--- config.mk ---
export PLATFORM = sky130hd
export DESIGN_NAME = pc_sequencer
export DESIGN_NICKNAME = d
export VERILOG_FILES = /design/src/rtl/pc_sequencer.sv
export SDC_FILE = /design/constraint.sdc
export NUM_CORES = 1
export LEC_CHECK = 0
export CORE_AREA = 2 2 139 209
export CTS_CLUSTER_DIAMETER = 150
export DETAILED_ROUTE_END_ITERATION = 10
export DIE_AREA = 0 0 141 211
export PLACE_DENSITY = 0.55
export SKIP_CTS_REPAIR_TIMING = 1
export SLEW_MARGIN = 20
export SYNTH_ARGS = -nofsm -noshare
export SYNTH_HDL_FRONTEND = slang
export SYNTH_SLANG_ARGS = --single-unit
--- constraint.sdc ---
create_clock -name clk -period 3.6 [get_ports clk]
set_input_delay 1.08 -clock clk [delete_from_list [all_inputs] [get_ports clk]]
set_output_delay 1.08 -clock clk [all_outputs]
set_load 0.01 [all_outputs]
--- src/rtl/pc_sequencer.sv ---
// -----------------------------------------------------------------------------
// pc_sequencer
//
// Instruction fetch sequencer. It owns the program counter, issues fetch
// requests to the instruction memory, delivers fetched instructions
// downstream, and applies control-flow redirects (branch, jump, jump-register).
//
// The FSM has three states:
//   IDLE  : lasts one cycle after reset release. imem_ack is ignored here.
//   FETCH : imem_req is high and imem_addr (= pc) is held until imem_ack.
//   HOLD  : entered when the downstream stalls on an ack. No request is issued.
//           Leaves for FETCH on the first cycle with stall low.
//
// A redirect seen in FETCH while a request is still outstanding cannot move
// the address, because the request must complete. The target is parked in a
// one-entry pending register instead. The next ack is squashed and pc loads the
// parked target. A later redirect overwrites the parked target.
//
// Optional feature (macro PC_MISALIGN_TRAP_EN):
//   defined   : a JR with jr_target[1:0] != 0 pulses misalign for one cycle and
//               redirects to EXC_VECTOR.
//   undefined : jr_target[1:0] is forced to 2'b00 and misalign stays 0.
//
// Ports
//   clk, rst_n            clock (rising edge), asynchronous active-low reset
//   imem_req/addr/ack     instruction memory fetch handshake (addr == pc)
//   stall                 downstream cannot accept a new instruction
//   branch_taken/imm      taken conditional branch, word offset
//   jump/jump_index       J/JAL with its instruction index field
//   jr/jr_target          JR/JALR with its register target
//   pc_out, pc_plus4      PC of the delivered instruction, and that PC + 4
//   instr_valid           one-cycle pulse when an instruction is delivered
//   misalign              one-cycle pulse when a misaligned JR is trapped
// -----------------------------------------------------------------------------
module pc_sequencer #(
  parameter int unsigned                    DATA_BUS_WIDTH = 32,
  parameter logic [DATA_BUS_WIDTH-1:0]      RESET_PC       = 32'h0000_0000,
  parameter logic [DATA_BUS_WIDTH-1:0]      EXC_VECTOR     = 32'h0000_0180
) (
  input  logic                      clk,
  input  logic                      rst_n,
  output logic                      imem_req,
  output logic [DATA_BUS_WIDTH-1:0] imem_addr,
  input  logic                      imem_ack,
  input  logic                      stall,
  input  logic                      branch_taken,
  input  logic [15:0]               branch_imm,
  input  logic                      jump,
  input  logic [25:0]               jump_index,
  input  logic                      jr,
  input  logic [DATA_BUS_WIDTH-1:0] jr_target,
  output logic [DATA_BUS_WIDTH-1:0] pc_out,
  output logic [DATA_BUS_WIDTH-1:0] pc_plus4,
  output logic                      instr_valid,
  output logic                      misalign
);

  localparam int unsigned DW = DATA_BUS_WIDTH;

  typedef enum logic [1:0] {IDLE, FETCH, HOLD} state_t;

  state_t        state_q, state_d;
  logic [DW-1:0] pc_q, pc_d;
  logic [DW-1:0] pc_inc;
  logic          pend_valid_q, pend_valid_d;
  logic [DW-1:0] pend_tgt_q, pend_tgt_d;
  logic          deliver;

  // ---------------------------------------------------------------------------
  // Redirect targets. Branch and jump targets are relative to the instruction
  // just delivered (pc_plus4), because that is the one the downstream resolved.
  // ---------------------------------------------------------------------------
  logic          redirect;
  logic [DW-1:0] branch_tgt, jump_tgt, jr_tgt, redirect_tgt;
  logic          jr_trap;

  assign pc_inc     = pc_q + DW'(4);
  assign redirect   = jr | jump | branch_taken;
  // The sum is DW bits wide, so it wraps modulo 2^DW.
  assign branch_tgt = pc_plus4 + {{(DW-18){branch_imm[15]}}, branch_imm, 2'b00};
  assign jump_tgt   = {pc_plus4[DW-1:28], jump_index, 2'b00};

`ifdef PC_MISALIGN_TRAP_EN
  assign jr_trap = jr && (jr_target[1:0] != 2'b00);
  assign jr_tgt  = (jr_target[1:0] != 2'b00) ? EXC_VECTOR : jr_target;
`else
  assign jr_trap = 1'b0;
  assign jr_tgt  = jr_target & ~DW'(3);
`endif

  // jr has the highest priority, then jump, then branch.
  assign redirect_tgt = jr   ? jr_tgt   :
                        jump ? jump_tgt : branch_tgt;

  assign imem_req  = (state_q == FETCH);
  assign imem_addr = pc_q;

  // ---------------------------------------------------------------------------
  // Next-state and next-pc logic
  // ---------------------------------------------------------------------------
  always_comb begin
    // NOTE: every output of this block gets a default first. This means no path
    // leaves a signal unassigned, so no latch is inferred.
    state_d      = state_q;
    pc_d         = pc_q;
    pend_valid_d = pend_valid_q;
    pend_tgt_d   = pend_tgt_q;
    deliver      = 1'b0;

    unique case (state_q)
      IDLE: begin
        state_d = FETCH;
        if (redirect) pc_d = redirect_tgt;
      end

      FETCH: begin
        if (imem_ack) begin
          state_d      = stall ? HOLD : FETCH;
          pend_valid_d = 1'b0;
          if (redirect) begin
            pc_d = redirect_tgt;           // same-cycle redirect squashes
          end else if (pend_valid_q) begin
            pc_d = pend_tgt_q;             // parked redirect squashes
          end else begin
            deliver = 1'b1;
            pc_d    = pc_inc;
          end
        end else if (redirect) begin
          // The address must stay put until ack, so park the target.
          pend_valid_d = 1'b1;
          pend_tgt_d   = redirect_tgt;
        end
      end

      HOLD: begin
        if (!stall)   state_d = FETCH;
        if (redirect) pc_d    = redirect_tgt;
      end

      default: state_d = IDLE;
    endcase
  end

  // ---------------------------------------------------------------------------
  // State, pc and pending register
  // ---------------------------------------------------------------------------
  always_ff @(posedge clk or negedge rst_n) begin
    if (!rst_n) begin
      state_q      <= IDLE;
      pc_q         <= RESET_PC;
      pend_valid_q <= 1'b0;
      pend_tgt_q   <= '0;
    end else begin
      // NOTE: sequential state uses non-blocking assignments only. Every
      // register then samples pre-edge values, whatever the statement order.
      state_q      <= state_d;
      pc_q         <= pc_d;
      pend_valid_q <= pend_valid_d;
      pend_tgt_q   <= pend_tgt_d;
    end
  end

  // ---------------------------------------------------------------------------
  // Delivery outputs
  // ---------------------------------------------------------------------------
  always_ff @(posedge clk or negedge rst_n) begin
    if (!rst_n) begin
      instr_valid <= 1'b0;
      misalign    <= 1'b0;
      pc_out      <= '0;
      pc_plus4    <= '0;
    end else begin
      instr_valid <= deliver;
      misalign    <= jr_trap;
      if (deliver) begin
        pc_out   <= pc_q;
        pc_plus4 <= pc_inc;
      end
    end
  end

endmodule
# == Word level (Yosys, flattened, before mapping) ==
# Index checks and enable logic that the tools add are counted.
# word_totals
ff_bits,132
input_bits,81
out_inout_bits,99
wordCells,42
# op_classes
addsub,2
n_eq_ne,5
mux,17
bitwise,3
n_reduce_logical,8
# ops
cell,n
32-bit two-way mux,6
32-bit case mux with 2 select lines,1
32-bit by 3-bit adder with 32-bit output (second input constant),1
32-bit adder,1
1-bit two-way mux,6
2-bit two-way mux,3
2-bit case mux with 3 select lines,1
3-bit AND reduction,2
2-bit by 1-bit inequality test with 1-bit output (second input constant),2
2-bit AND reduction,2
2-bit nonzero test,2
2-bit by 1-bit equality test with 1-bit output (second input constant),1
2-bit equality test (second input constant),1
2-bit zero test,1
2-bit inequality test (second input constant),1
1-bit bitwise OR,2
2-bit OR reduction,1
1-bit NOT,1

# == Depth between registers and ports, before layout ==
# logic_depth
word_depth,6
depth_mapped,10
depth_no_buf,10

# == Least setup slack after synthesis ==
# OpenSTA, ideal clock, no wires.
# synth_timing
path_kind,input port to flip-flop
from,in branch_imm[0]
to,reg pc_q[20] (netlist: imem_addr[20])
setup_time_ns,0.126
t_arrival_ns,3.293
t_required_ns,3.474
path_slack_ns,0.181
path_stages,9
n_path_buf,0
path_cell_list,ha_1 > fa_1 > a21o_1 > a21o_4 > a2111oi_4 > o31ai_2 > a31oi_1 > a211oi_1 > a221o_1
# synth_via
elab_chain_cells,6
word_cells_on_any_way,7
classes_between,1 x add/sub; 6 x mux
# synth_rtl
element,line_no,rtl
"start, declared",47,"input logic [15:0] branch_imm,"
32-bit adder *,80,"assign branch_tgt = pc_plus4 + {{(DW-18){branch_imm[15]}}, branch_imm, 2'b00};"
32-bit two-way mux *,93,jump ? jump_tgt : branch_tgt;
32-bit two-way mux *,92,assign redirect_tgt = jr ? jr_tgt :
32-bit two-way mux,120,if (redirect) begin
32-bit two-way mux,117,if (imem_ack) begin
32-bit case mux with 2 select lines *,110,unique case (state_q)
"end signal, assigned",157,pc_q <= pc_d;
"end, declared",63,"logic [DW-1:0] pc_q, pc_d;"
# Every way passes the cells marked *; elsewhere a longest branch is shown, timed or not. The select of a mux whose other input is x is not followed.
# A chain may end at the register's enable or synchronous reset.

# == Final worst setup path ==
# layout_timing
from,in branch_imm[1]
to,reg pc_q[31] (netlist: imem_addr[31])
# Same word-level chain as after synthesis.

==> results.yml <==
synthesis:
  synth.distinct_cells: 75
  synth_commonest_cells: "nand2_1 (214), dfrtp_1 (130), o21ai_0 (89)"
  async_flop_share: 1.000
  netlist_instances: 990
  synth_area_per_cell_um2: 8.344
  synth_top_area_frac: 0.3938
  synthFlopType: "dfrtp_1"
  synth_edf_count: 0
  yosysMostFrequentCell: "nand2_1"
  seq_area_frac_synth: 0.3938
  syn_nets: 1102
  ys_ff_latch: 130
  synthTopCellsByArea: "dfrtp_1 (39%), nand2_1 (9.7%), o21ai_0 (5.4%)"
  synth_top_cell_by_area: "dfrtp_1"
  syn_area_mm2: 0.008260
  yosysWarnings: 0
detailed_routing:
  via_per_inst: 5.196
  wl_met2_um: 15460
  drc: 0
  drt-met1-wl_um: 13020
  wl_per_cell_um: 19.02
  highest_layer: "met4"
  drt_iter0_markers: 504
  wl_met3_um: 1506
  first_pass_iters: 6
  antenna_left: 0
  totalWireLength_um: 30900
  num_vias: 8438
cells_and_area:
  seq_area_mm2: 0.003253
  finalNonFillerCells: 1624
  layout-drive-gt1-share: 0.1667
  multi_input_area_mm2: 0.004707
  fillers: 2784
  antenna_cells: 0
  finalInstanceArea_mm2: 0.01201
  final_nets: 1377
  final_core_util: 0.4308
  synthToLayoutAreaGrowth_pct: 45.35
clocking:
  clk_pin_slew_ps: 60
  cts_root_buffer: "clkbuf_16"
  cts_sinks: 130
  cts_tree: "built"
  clockBufferDepth: 2
  htreeDepth: 4
  insertion_delay_ps: 420
  cts_made_buffers: 17
worst_setup_path:
  r2r-end: "imem_addr[12]"
  endpoint_kind: "flop"
  ff2ff_setup_slack_ps: 640
  startpoint_type: "input pin"
  worstPathRequired_ps: 3920
  crit_fanout: 3
  reg2reg_from: "pc_plus4[2]"
  rr_worst_depth: 11
  arrival_ps: 3820
  crit_type: "in2reg"
sta:
  fmaxAchievable_mhz: 285.9
  skew_ps: 12.65
  hold_violations: 0
  tightest_slew_ps: 764.8
  slew_headroom: 0.4896
  min_period_over_period: 0.9716
  min_period_ps: 3498
  fin_ws_ps: 102.4
  finalSetupViolations: 0
  slew_violations: 0
place:
  hpwl_um: 23700
  port_buffers: 176
  pre_cts_slack_ps: -657.4
  place_congestion: 0.8654
  place_area_mm2: 0.01122
  dp_cells: 1588
power_and_ir_drop:
  p_total_mw: 9.819
  vdd_drop_max_mv: 0.2816
  pwr_density_cell_mw_per_mm2: 817.8
  leakage_nw: 5.466
hold_path:
  holdPathEnd: "pc_out[24]"
  whs_path_depth: 2
  min_path_type: "reg2reg"
  worstHoldStart: "pc_out[24]"
floorplan:
  core-area_mm2: 0.02787
  top_level_ports: 180
  die_area_mm2: 0.02975
  die_h_um: 211
  fp.dieW_um: 141
  initial_utilization: 0.2964
  fp-row-count: 75
global_routing:
  grt_pass1_wl_um: 47670
  grt_max_degree: 73
  grt_usage: 0.2080
  antenna_found_initial: 0
  grt-ovfl-total: 0
  grt_pass1_vias: 8274
run_status:
  outcome: "finished clean"
job:
  drv_cap: 0
-- logic make-up (layout without fill, tap and decap cells) --
family                     after synthesis  after routing  share of synthesized area
AOI/OAI and AO/OA                      301            301                     0.2430
muxes                                   12             12                    0.01621
DFF                                    130            130                     0.3938
adders and majority gates               31             31                    0.04786
xor gates and xnor gates                41             41                    0.04347
and+or+nand+nor                        395            395                     0.2107
other                                    1              1                  0.0004540
buffers and inverters                   79            367                    0.04453
-- layout by cell type (no fill, tap or decap), types with 5 or more instances in the layout --
cell type and n:
bufinv_16 6, nand2b_1 9, nor3_1 16, and3_1 13
xnor2_1 29, a21oi_1 52, nor2_1 61, mux2_2 6
or3_1 7, clkdlybuf4s50_1 173, inv_1 14, a21o_1 25
a31oi_1 8, ha_1 28, nand3_1 38, o211a_1 6
o31ai_1 13, xor2_1 12, nand2_1 214, a211oi_1 9
dfrtp_1 130, o211ai_1 18, o21ai_0 88, nand4_1 15
and4_1 5, a22oi_1 8, buf_4 144, clkbuf_16 17
o21ai_1 5, o21a_1 14
-- cell type report --
| class | count | share of cell area |
|---|---|---|
| Multi-Input combinational cell | 781 | 0.3920 |
| Sequential cell | 130 | 0.2709 |
| Timing Repair Buffer | 321 | 0.2390 |
| Clock buffer | 20 | 0.03887 |
| Tap cell | 346 | 0.03606 |
| Clock inverter | 12 | 0.01876 |
| Inverter | 14 | 0.004377 |
-- through the flow --
stage	TNS [ps]	hold slack, ps
3_5_place_dp	-14740	461.3
5_1_grt	-98.30	496.5
3_3_place_gp	-13820	458.9
4_1_cts	-1414	476.2
6_report	0	472.3
2_1_floorplan	0	443.2
-- metal layers --
layer  global-route usage  up-vias
li1                     -     4089
met1               0.2650     4056
met2               0.3549      251
met3              0.03355       42
met4              0.07724        0
met5                    0        -
-- critical path: stages --
cell and delay [ps]:
clkdlybuf4s50_1 440, buf_4 150, ha_1 320, a211oi_2 300
o21ai_2 130, nand4_1 150, nand3_2 140, o21a_1 230
o211ai_1 170, buf_4 150, mux2_4 300, o41ai_2 260
-- power by group --
group | switching, mW | total [mW] | leakage (nW) | internal [mW]
sequential | 0.584 | 2.63 | 1.62 | 2.05
combinational | 2.52 | 5.15 | 3.51 | 2.63
clock | 0.680 | 2.04 | 0.341 | 1.36
-- sequential cells by signal (all words and copies together), names as in the netlist --
name          cells
pc_out           32
imem_addr        32
pend_valid_q      1
pend_tgt_q       32
instr_valid       1
pc_plus4         30
state_q           2
-- how the worst max path moves through the flow --
stage,to,cells after the start,from,slack (ps)
after floorplan,imem_addr[20],9,branch_imm[0],180
after CTS,imem_addr[30],12,branch_imm[0],-260
final,imem_addr[31],12,branch_imm[1],100
after detailed placement,imem_addr[30],12,branch_imm[0],-660
after global placement,imem_addr[30],12,branch_imm[0],-610
after global routing,imem_addr[31],12,branch_imm[1],-30
No activity file was read; power rests on OpenSTA's default activity.
